<file path="config.mk">
export PLATFORM = sky130hd
export DESIGN_NAME = beep_mixer
export DESIGN_NICKNAME = d
export VERILOG_FILES = /design/src/rtl/beep_pkg.sv /design/src/rtl/beep_mixer_if.sv /design/src/rtl/beep_env.sv /design/src/rtl/beep_mixer.sv
export SDC_FILE = /design/constraint.sdc
export NUM_CORES = 1
export LEC_CHECK = 0
export ABC_AREA = 1
export CORE_MARGIN = 1.5
export CORE_UTILIZATION = 30
export CTS_CLUSTER_SIZE = 12
export DETAILED_ROUTE_END_ITERATION = 16
export PLACE_DENSITY = 0.54
export SLEW_MARGIN = 25
export SYNTH_ARGS = -nofsm -noshare
export SYNTH_HDL_FRONTEND = slang
export SYNTH_HIERARCHICAL = 1
export SYNTH_SLANG_ARGS = --single-unit
</file>
<file path="constraint.sdc">
create_clock -name clk_sys -period 4.55 [get_ports clk_sys]
set_input_delay 0.6825 -clock clk_sys [delete_from_list [all_inputs] [get_ports clk_sys]]
set_output_delay 0.6825 -clock clk_sys [all_outputs]
set_load 0.01 [all_outputs]
</file>
<file path="src/rtl/beep_pkg.sv">
// rtl/beep_pkg.sv - shared widths, envelope state type and sample arithmetic
// for the beeper mixer.
package beep_pkg;

  localparam int GAIN_W  = 8;
  localparam int VOL_W   = 4;
  localparam int AUDIO_W = 16;
  localparam int MAG_W   = GAIN_W + VOL_W + 3;

  localparam logic [GAIN_W-1:0] GAIN_MAX = '1;

  typedef enum logic [1:0] {
    ENV_IDLE,
    ENV_ATTACK,
    ENV_SUSTAIN,
    ENV_RELEASE
  } env_state_e;

  // (gain * volume) << 3 tops out at 30600, so it never reaches the sign bit.
  function automatic logic [AUDIO_W-1:0] mix_sample(
    input logic [GAIN_W-1:0] gain,
    input logic [VOL_W-1:0]  vol,
    input logic              spk,
    input logic              idle
  );
    logic [GAIN_W+VOL_W-1:0] prod;
    logic [MAG_W-1:0]        mag;
    logic [AUDIO_W-1:0]      mag_ext;
    logic [AUDIO_W-1:0]      res;
    prod    = (GAIN_W+VOL_W)'(gain) * (GAIN_W+VOL_W)'(vol);
    mag     = {prod, 3'b000};
    mag_ext = {1'b0, mag};
    if (idle || (vol == '0)) begin
      res = '0;
    end else if (spk) begin
      res = mag_ext;
    end else begin
      res = -mag_ext;
    end
    return res;
  endfunction

endpackage

</file>
<file path="src/rtl/beep_mixer_if.sv">
// rtl/beep_mixer_if.sv - beeper control bundle: clock enable, square wave,
// on/off level and volume.
interface beep_mixer_if;
  import beep_pkg::*;

  logic             ce;
  logic             speaker;
  logic             beep_en;
  logic [VOL_W-1:0] volume;

  modport master (output ce, speaker, beep_en, volume);
  modport slave  (input  ce, speaker, beep_en, volume);

endinterface

</file>
<file path="src/rtl/beep_env.sv">
// rtl/beep_env.sv - attack/sustain/release envelope: gain ramps one step per
// RAMP_DIV ce ticks and saturates at 0 and full scale.
module beep_env
  import beep_pkg::*;
#(
  parameter int RAMP_DIV = 250
) (
  input  logic              clk_i,
  input  logic              rst_ni,
  beep_mixer_if.slave       ctl,
  output logic [GAIN_W-1:0] gain_o,
  output logic              idle_o
);

  localparam int RCW = (RAMP_DIV > 1) ? $clog2(RAMP_DIV) : 1;
  localparam logic [RCW-1:0] RAMP_LAST = RCW'(RAMP_DIV - 1);

  env_state_e        state_q, state_d;
  logic [GAIN_W-1:0] gain_q, gain_d;
  logic [RCW-1:0]    ramp_q, ramp_d;
  logic              ramp_hit;

  always_ff @(posedge clk_i or negedge rst_ni) begin
    if (!rst_ni) begin
      state_q <= ENV_IDLE;
      gain_q  <= '0;
      ramp_q  <= '0;
    end else begin
      state_q <= state_d;
      gain_q  <= gain_d;
      ramp_q  <= ramp_d;
    end
  end

  // Any state change restarts the ramp counter; beep_en edges take priority
  // over a pending gain step.
  always_comb begin
    state_d  = state_q;
    gain_d   = gain_q;
    ramp_d   = ramp_q;
    ramp_hit = (ramp_q == RAMP_LAST);
    if (ctl.ce) begin
      case (state_q)
        ENV_IDLE: begin
          gain_d = '0;
          if (ctl.beep_en) begin
            state_d = ENV_ATTACK;
            ramp_d  = '0;
          end
        end
        ENV_ATTACK: begin
          if (!ctl.beep_en) begin
            state_d = ENV_RELEASE;
            ramp_d  = '0;
          end else if (gain_q == GAIN_MAX) begin
            state_d = ENV_SUSTAIN;
            ramp_d  = '0;
          end else if (ramp_hit) begin
            ramp_d = '0;
            gain_d = gain_q + GAIN_W'(1);
            if (gain_q == (GAIN_MAX - GAIN_W'(1))) state_d = ENV_SUSTAIN;
          end else begin
            ramp_d = ramp_q + RCW'(1);
          end
        end
        ENV_SUSTAIN: begin
          gain_d = GAIN_MAX;
          if (!ctl.beep_en) begin
            state_d = ENV_RELEASE;
            ramp_d  = '0;
          end
        end
        ENV_RELEASE: begin
          if (ctl.beep_en) begin
            state_d = ENV_ATTACK;
            ramp_d  = '0;
          end else if (gain_q == '0) begin
            state_d = ENV_IDLE;
            ramp_d  = '0;
          end else if (ramp_hit) begin
            ramp_d = '0;
            gain_d = gain_q - GAIN_W'(1);
            if (gain_q == GAIN_W'(1)) state_d = ENV_IDLE;
          end else begin
            ramp_d = ramp_q + RCW'(1);
          end
        end
        default: begin
          state_d = ENV_IDLE;
          gain_d  = '0;
          ramp_d  = '0;
        end
      endcase
    end
  end

  always_comb begin
    gain_o = gain_q;
    idle_o = (state_q == ENV_IDLE);
  end

endmodule

</file>
<file path="src/rtl/beep_mixer.sv">
// rtl/beep_mixer.sv - turns the bleeper square wave into enveloped signed PCM
// at SAMPLE_DIV ce ticks per sample, identical on both channels.
module beep_mixer
  import beep_pkg::*;
#(
  parameter int SAMPLE_DIV = 1333,
  parameter int RAMP_DIV   = 250
) (
  input  logic               clk_sys,
  input  logic               reset_n,
  input  logic               ce,
  input  logic               speaker,
  input  logic               beep_en,
  input  logic [VOL_W-1:0]   volume,
  output logic [AUDIO_W-1:0] audio_l,
  output logic [AUDIO_W-1:0] audio_r,
  output logic               sample_stb
);

  localparam int SCW = (SAMPLE_DIV > 1) ? $clog2(SAMPLE_DIV) : 1;
  localparam logic [SCW-1:0] SAMPLE_LAST = SCW'(SAMPLE_DIV - 1);

  beep_mixer_if ctl ();

  assign ctl.ce      = ce;
  assign ctl.speaker = speaker;
  assign ctl.beep_en = beep_en;
  assign ctl.volume  = volume;

  logic [GAIN_W-1:0]  gain;
  logic               idle;
  logic [SCW-1:0]     scnt_q, scnt_d;
  logic [AUDIO_W-1:0] audio_q, audio_d;
  logic               stb_q, stb_d;
  logic               trigger;

  beep_env #(
    .RAMP_DIV (RAMP_DIV)
  ) u_env (
    .clk_i  (clk_sys),
    .rst_ni (reset_n),
    .ctl    (ctl),
    .gain_o (gain),
    .idle_o (idle)
  );

  // The envelope register still holds its pre-step value on the trigger
  // tick, so a coincident gain step lands in the following sample.
  always_comb begin
    trigger = ctl.ce && (scnt_q == SAMPLE_LAST);
    scnt_d  = scnt_q;
    if (ctl.ce) scnt_d = trigger ? '0 : scnt_q + SCW'(1);
    stb_d   = trigger;
    audio_d = trigger ? mix_sample(gain, ctl.volume, ctl.speaker, idle) : audio_q;
  end

  always_ff @(posedge clk_sys or negedge reset_n) begin
    if (!reset_n) begin
      scnt_q  <= '0;
      audio_q <= '0;
      stb_q   <= 1'b0;
    end else begin
      scnt_q  <= scnt_d;
      audio_q <= audio_d;
      stb_q   <= stb_d;
    end
  end

  assign audio_l    = audio_q;
  assign audio_r    = audio_q;
  assign sample_stb = stb_q;

endmodule

</file>
---- Word level (Yosys, flattened, before mapping) ----
Index checks and enable logic that the tools add are counted.
storage, ports and cells
  bits in registers ....................... 46
  latch bits .............................. 0
  RAM bits ................................ 0
  memory bits (read-only) ................. 0
  input port bits ......................... 9
  output and inout port bits .............. 33
  word-level logic and storage cells ...... 69
  memories ................................ 0
cells by class
  $add $sub $neg .......................... 5
  $mul .................................... 1
  divide/modulo/power cells ............... 0
  order comparisons ....................... 0
  eq/ne operators ......................... 20
  shifts and indexed selects .............. 0
  muxes and demuxes ....................... 29
  bitwise logic cells ..................... 0
  reduce and logical (&&, ||, !) cells .... 8
operators by type and width
  kind                                                  count
  two-way mux 8 bit                                     13
  one-hot mux 8 bit (4 select lines)                    2
  two-way mux 16 bit                                    2
  equality test 8 bit (second input constant)           3
  two-way mux 2 bit                                     10
  adder 8 x 1 -> 8 bit (second input constant)          2
  != test 4 x 2 -> 1 bit (second input constant)        4
  negation 15 -> 16 bit                                 1
  AND reduction 7 bit                                   2
  multiplier 8 x 4 -> 12 bit                            1
  != test 2 bit (second input constant)                 6
  adder 11 x 1 -> 11 bit (second input constant)        1
  equality test 11 bit (second input constant)          1
  two-way mux 11 bit                                    1
  equality test 8 x 1 -> 1 bit (second input constant)  1
  logical NOT 8 bit                                     1
  one-hot mux 2 bit (4 select lines)                    1
  subtractor 8 x 1 -> 8 bit (second input constant)     1
  equality test 2 bit (second input constant)           2
  logical NOT 4 bit                                     1
  != test 2 x 1 -> 1 bit (second input constant)        2
  AND reduction 3 bit                                   1
  equality test 2 x 1 -> 1 bit (second input constant)  1
  logical NOT 2 bit                                     1
  2 further kinds                                       2

---- Depth between registers and ports, before layout ----
Gate-level depths: netlist of run 1.
  depth after elaboration ................. 6
  mapped depth ............................ 22
  mapped depth without buffers ............ 21

---- Cells and area by module ----
The synthesis of run 1 kept the hierarchy.
modules (own cells, without submodules)
  module      instances  cells each  area each (um2)
  beep_mixer  1          398         2691.3
  beep_env    1          219         1505.2

---- Worst setup path after synthesis of run 1 ----
No wires, ideal clock.
  path type ............................... input -> register
  start ................................... input port volume[3]
  end ..................................... register audio_q[13] (netlist: audio_l[13])
  arrival ................................. 3.563 ns
  slack ................................... 0.870 ns
  stages .................................. 18
  path buffers ............................ 1
  cells stage by stage .................... clkbuf_1 nand2_1 fa_1 inv_1 fa_1 inv_1 fa_1 nand2_1 nor2_1 nand2_1 inv_1 nand3_1 nor2_1 nand2_1 nand2_1 nand3_1 nand3_1 nand2_1
on the way
  word-level cells in the longest chain between the ends .. 4
  elaborated cells between the ends (all ways) .. 6
ends and longest elaborated chain
  what                        line              RTL
  start: declaration          beep_mixer.sv:14  input logic [VOL_W-1:0] volume,
  multiplier 8 x 4 -> 12 bit  beep_pkg.sv:30    prod = (GAIN_W+VOL_W)'(gain) * (GAIN_W+VOL_W)'(vol);
  negation 15 -> 16 bit       beep_pkg.sv:38    res = -mag_ext;
  two-way mux 16 bit          beep_pkg.sv:35    end else if (spk) begin
  two-way mux 16 bit *        beep_pkg.sv:33    if (idle || (vol == '0)) begin
  end signal: assignment      beep_mixer.sv:64  audio_q <= audio_d;
  end: declaration            beep_mixer.sv:33  logic [AUDIO_W-1:0] audio_q, audio_d;
Every way passes the cells marked *; elsewhere a longest branch is shown, timed or not.
A chain may end at the register's enable or synchronous reset.

---- Worst setup path after layout of run 1 ----
Same ends and word-level chain as after synthesis.

==> results of run 1 <==
==> logic make-up after synthesis <==
family | Yosys count | share of synthesized area, %
simple gates | 320 | 35.27
buf+inv | 146 | 15.24
compound gates | 54 | 6.858
flops | 43 | 25.64
fa+ha+maj | 41 | 14.37
xor+xnor | 11 | 2.296
other cells | 1 | 0.08936
mux | 1 | 0.2385
==> registers in the layout (all words and copies together) (netlist names) <==
name and flops:
audio_l 13, u_env/gain_o 8, sample_stb 1, u_env/state_q 2, scnt_q 11, u_env/ramp_q 8
==> report_power, final <==
group          total [uW]  switching [uW]  leakage, uW  internal [uW]
sequential            595             134     0.000563            461
combinational        1170             752      0.00193            420
clock                 354             152    0.0000658            202
==> final cells by class <==
type	count	share of cell area, %
multi-input cells	433	52.54
clock buffers	5	2.630
inverters	115	9.124
repair buffers	39	7.941
well taps	180	4.733
clock inverters	3	0.4207
flip-flops and latches	43	22.61
==> per-stage QoR <==
stage	util (%)	hold WS, ns	area [sq um]	setup slack (ns)
finish	34.55	0.3700	4758	0.7182
global route	34.55	0.4288	4758	0.4783
CTS	34.53	0.5138	4756	0.7095
detailed placement	33.48	0.4964	4611	0.4122
global placement	33.48	0.4857	4611	0.4375
floorplan	-	0.3869	4215	0.8700
==> critical path, cell delays in order <==
cell             delay (ns)
clkdlybuf4s50_1        0.48
nand2_1                0.09
fa_1                   0.55
inv_1                  0.06
fa_1                   0.56
inv_1                  0.06
fa_1                   0.59
nand2_1                0.07
nor2_1                 0.12
nand2_1                0.07
inv_1                  0.05
nand3_1                0.09
nor2_1                 0.11
nand2_1                0.09
nand2_1                0.13
nand3_1                0.09
nand3_1                0.08
nand2_1                0.05
==> metal layers <==
metal / vias to the layer above / routed length, um
met2: 62 / 4474
met1: 1690 / 4175
met4: 0 / 100
met5: - / 0
met3: 10 / 266
li1: 1947 / -
==> worst max-delay path by stage <==
stage | start | to | slack, ns
6_report | volume[3] | audio_l[13]$_DFFE_PN0P_ | 0.72
5_1_grt | volume[3] | audio_l[13]$_DFFE_PN0P_ | 0.48
4_1_cts | volume[3] | audio_l[13]$_DFFE_PN0P_ | 0.71
3_5_place_dp | volume[3] | audio_l[13]$_DFFE_PN0P_ | 0.41
3_3_place_gp | volume[3] | audio_l[13]$_DFFE_PN0P_ | 0.44
2_1_floorplan | volume[3] | audio_l[13]$_DFFE_PN0P_ | 0.87
==> cell usage in the layout (no fill, tap or decap), types with 2 or more instances in the layout <==
cell,count
o21ai_0,24
nor4_1,2
nor2_2,5
nor3_4,2
buf_4,5
a22o_1,2
xnor2_1,4
dfrtp_1,43
nor2_4,2
nand3b_1,5
clkdlybuf4s50_1,34
o21ai_1,7
clkbuf_16,5
nor2_1,39
nor3_1,6
fa_1,12
inv_1,111
nand2_2,6
conb_1,6
xor2_1,7
clkinvlp_4,2
nand3_1,60
nor3_2,4
nand3_2,3
ha_1,29
nand2_1,172
a21oi_1,18
inv_2,2
nand4_1,8
==> results.cfg, run 1 <==
[critical_path]
crit_arrival_ns = 4.01
critPathRequiredTime_ns = 4.73
critical_path_peak_fanout = 3
timing_worst_setup_path_type = input port to flip-flop
critical_path.startpoint_type = input port
reg2reg_depth = 17
r2r_start = u_env/gain_o[2]$_DFFE_PN0P_
ff2ff_setup_slack_ns = 0.90
r2r-end = audio_l[13]$_DFFE_PN0P_
cp-end-kind = flip-flop

[cts]
post_cts_resize_count = 0
worst_skew_pair.late_latency_ns = 0.29
htree_num_levels = 2
tritoncts = yes
cts.clk_slew.worst_paths_ns = 0.06
cts_setup_buffers = 0
cts_max_path_buffers = 2
clock-sinks = 43
number_of_buffers_created_by_cts = 5
cts_root_buffer = clkbuf_16
postCtsHoldBufs = 0

[timing]
rsz0062_at_grt = false
tightestPinTransition_ns = 0.7409
setup-violations-final = 0
time_the_final_worst_path_needs_with_i_o_delays_and_setup_ns = 3.832
timing.final.crit_share_pct = 84.21
final_tns_setup_ns = 0
hold_viol = 0
finClkSkew_ns = 0.007937
highest_clock_rate_mhz = 261.0
worst_rel_slew_slack_pct = 50.34
maxSlewViolCount = 0

[layout]
multi_input_gate_area_sq_um = 2500
layoutNonFillerInstCount = 818
antenna_cells = 0
design.final.nets = 687
layout.filler_cells = 1498
areaGrowthSynthToFinish_pct = 13.39
area.sequential_sq_um = 1076
drive_gt1_share_pct = 6.583

[global_route]
groute.layer.met2.usage_pct = 24.40
grt_start_max_net_pins = 44
gr_usage_total_pct = 13.22
met3_usage_pct = 1.880
grt_use_met1_pct = 15.75
grt_busiest_layer = met2
gr-total-overflow = 0
grt_first_pass_wirelength_um = 16100
via_count_of_the_first_global_routing_pass = 3656
grt_antenna_before_repair = 0

[logic_synthesis]
postSynth.topFlopCell = dfrtp_1
yosysUniqueCellTypes = 41
synth_seq_cells = 43
post_synth_instance_area_sq_um = 4197
synthMostInstantiatedCell = nand2_1
yosysTopAreaCellShare_pct = 25.64
post_synth_main_area_contributors = dfrtp_1 26%, nand2_1 15%, inv_1 9.9%
synth.top_cells.by_count = 172 x nand2_1, 111 x inv_1, 60 x nand3_1, 43 x dfrtp_1, 39 x nor2_1
ys_seq_area_share_pct = 25.64
yosys_synthesis_warning_count = 6
asyncSetResetFlopFracSynth_pct = 100.0
synth_edf_count = 0
cell_taking_the_most_area_after_synthesis = dfrtp_1
synthesis.area_per_instance_sq_um = 6.801
syn-instance-count = 617

[routing]
route.detailed.wl_per_inst_um = 11.02
vias_per_std_cell = 4.534
drt_iter0_drcs = 146
route.vias.total = 3709
number_of_nets_with_antenna_violations_after_detailed_routing = 0
totalWireLength_um = 9017
drtPass1Iterations = 4
drt_drc_violations_left = 0

[place]
dp_hpwl_um = 7125
gp_congestion = 0.8184
port_buffers = 35
dpl.cell_count = 810

[floorplan]
die_area_sq_um = 14710
initial_core_util_pct = 30.47
placeableCoreArea_sq_um = 13770
die-width_um = 121.3
placement_rows = 43
dieHeight_um = 121.3
pin_count = 42

[power]
totalPowerFinal_uw = 2121
p_per_area_nw_per_um2 = 445.7
max-vdd-ir-drop_mv = 0.1527
static_leakage_uw = 0.002563

[hold_path]
hold_path.class = input port to async pin

[run]
timing.max_cap.violations = 0

[outcome]
outcome = finished, final reports clean
(Power assumes the default switching activity.)
==> run 2, diff against run 1 <==
--- a/config.mk
+++ b/config.mk
@@ -10,7 +10,7 @@
 export CORE_UTILIZATION = 30
 export CTS_CLUSTER_SIZE = 12
 export DETAILED_ROUTE_END_ITERATION = 16
-export PLACE_DENSITY = 0.54
+export PLACE_DENSITY = 0.56
 export SLEW_MARGIN = 25
 export SYNTH_ARGS = -nofsm -noshare
 export SYNTH_HDL_FRONTEND = slang
==> constraint.sdc (replaced) <==
create_clock -name clk_sys -period 3.4 [get_ports clk_sys]
set_input_delay 0.51 -clock clk_sys [delete_from_list [all_inputs] [get_ports clk_sys]]
set_output_delay 0.51 -clock clk_sys [all_outputs]
set_load 0.01 [all_outputs]
==> run 2 against run 1 <==
Effect of this change: worst setup slack worse by 0.49 ns; highest routed layer unchanged; global-route usage is 0.31 points higher; largest cell class unchanged; design area is 8.4% higher; sequential cell count stayed put; cell count is 4.0% higher; sequential power is 23% higher; via count is 4.7% higher; clock power is 73% higher; critical endpoint is now audio_l[7]$_DFFE_PN0P_; clock-buffer cell count is 1 higher; clock skew hardly changed; critical path depth is 3 lower.
==> results.cfg, run 2 (synthesis results as in run 1) <==
[cts]
tritoncts = yes
postCtsHoldBufs = 0
worst_skew_pair.late_latency_ns = 0.28
clock-sinks = 43
cts_max_path_buffers = 2
cts.clk_slew.worst_paths_ns = 0.06
htree_num_levels = 2
number_of_buffers_created_by_cts = 5
cts_root_buffer = clkbuf_16

[run]
timing.max_cap.violations = 0

[critical_path]
worst_path_largest_cell_delay_ns = 0.53
worst_setup_path_endpoint = audio_l[7]$_DFFE_PN0P_
critPathRequiredTime_ns = 3.56
reg2reg_depth = 15
crit_path_frequent_cell = buf_4
ff2ff_setup_slack_ns = 0.22
critical_path.startpoint_type = flip-flop
cp_slowest_cell = fa_1
crit_arrival_ns = 3.34
r2r_start = u_env/gain_o[2]$_DFFE_PN0P_
cell_breakdown_of_the_critical_path = nand2_1 > fa_1 > inv_1 > fa_1 > inv_1 > fa_1 > nand2_1 > nor2_2 > buf_4 > buf_4 > buf_4 > buf_4 > nor2_1 > xor2_1 > o21ai_0
critical_path_peak_fanout = 4
critical_path_origin = u_env/gain_o[2]$_DFFE_PN0P_
cp-end-kind = flip-flop
r2r-end = audio_l[7]$_DFFE_PN0P_
timing_worst_setup_path_type = flip-flop to flip-flop

[routing]
drt_iter0_drcs = 179
vias_per_std_cell = 4.565
route.vias.total = 3885
number_of_nets_with_antenna_violations_after_detailed_routing = 0
totalWireLength_um = 9386
drt_drc_violations_left = 0
route.detailed.wl_per_inst_um = 11.03
drtPass1Iterations = 4

[timing]
layout_setup_ws_ns = 0.2242
time_the_final_worst_path_needs_with_i_o_delays_and_setup_ns = 3.176
final_tns_setup_ns = 0
finClkSkew_ns = 0.007964
worst_rel_slew_slack_pct = 56.47
timing.final.crit_share_pct = 93.41
setup-violations-final = 0
hold_viol = 0
highest_clock_rate_mhz = 314.9
tightestPinTransition_ns = 0.6511
rsz0062_at_grt = false
maxSlewViolCount = 0

[layout]
final_cell_mix = 163 x nand2_1, 111 x inv_1, 57 x nand3_1
multi_input_gate_area_sq_um = 2614
largest_register_ff_count = 13
antenna_cells = 0
layout.filler_cells = 1458
drive_gt1_share_pct = 14.75
mostFrequentLayoutCell = nand2_1
design.final.nets = 720
areaGrowthSynthToFinish_pct = 22.87
area.sequential_sq_um = 1076

[floorplan]
placement_rows = 43
die-width_um = 121.3
initial_core_util_pct = 30.47
dieHeight_um = 121.3
placeableCoreArea_sq_um = 13770
die_area_sq_um = 14710
pin_count = 42

[global_route]
via_count_of_the_first_global_routing_pass = 3790
gr-total-overflow = 0
grt_start_max_net_pins = 44
grt_first_pass_wirelength_um = 16330
gr_usage_total_pct = 13.53
grt_antenna_before_repair = 0

[place]
port_buffers = 35
preCtsSetupSlack_ns = -0.5345
dp_hpwl_um = 7448
gp_congestion = 0.8593

[hold_path]
hold_path.class = input port to async pin

[power]
p_per_area_nw_per_um2 = 653.2
max-vdd-ir-drop_mv = 0.3524
static_leakage_uw = 0.002746

[outcome]
outcome = finished, final reports clean
run 2: layout make-up:
cell class	instances	area share, %
clock buffers	6	2.499
multi-input cells	433	50.69
inverters	115	8.420
clock inverters	2	1.165
repair buffers	72	11.99
flip-flops and latches	43	20.87
well taps	180	4.368
run 2: stage by stage:
step	utilization (%)	std cells	hold WS (ns)	total power [uW]	area, sq um
5_1_grt	37.44	851	0.2635	3708	5156
4_1_cts	36.67	850	0.4387	3268	5051
3_3_place_gp	35.11	840	0.4853	2553	4836
2_1_floorplan	-	622	0.2144	2024	4219
6_report	37.44	851	0.2048	3368	5156
3_5_place_dp	35.11	840	0.4902	2581	4836
run 2: how the worst min path moves through the flow:
stage	to	slack (ns)	from	cells past startpoint
2_1_floorplan	audio_l[10]$_DFFE_PN0P_	0.21	reset_n	0
3_3_place_gp	audio_l[10]$_DFFE_PN0P_	0.49	audio_l[10]$_DFFE_PN0P_	2
3_5_place_dp	audio_l[12]$_DFFE_PN0P_	0.49	audio_l[12]$_DFFE_PN0P_	2
4_1_cts	audio_l[13]$_DFFE_PN0P_	0.44	reset_n	1
5_1_grt	audio_l[11]$_DFFE_PN0P_	0.26	reset_n	1
6_report	audio_l[13]$_DFFE_PN0P_	0.20	reset_n	1
run 2: metal layers:
layer / track usage, % / share of wire [%]
met5: 0 / 0
met4: 5.956 / 2.6
met3: 2.162 / 3.1
met2: 24.40 / 49
met1: 15.74 / 45
run 2: what timing repair did:
item,4_1_cts,5_1_grt
setup buffers,2,1
pin swaps,2,8
endpoints found under the setup margin,8,9
endpoints found under the hold margin,0,0
resized for setup,5,28
run 2: worst max-delay path: cells and delay by family (launching register included):
kind	cells	cell delay [ns]
adders and majority gates	3	1.49
buffers and inverters	6	0.59
DFF	1	0.39
and+or+nand+nor	4	0.35
xor gates and xnor gates	1	0.15
AOI/OAI and AO/OA	1	0.10
run 2: power by group:
part,internal (uW),switching [uW],total (uW)
clock,421,193,614
combinational,847,1180,2030
sequential,618,111,729
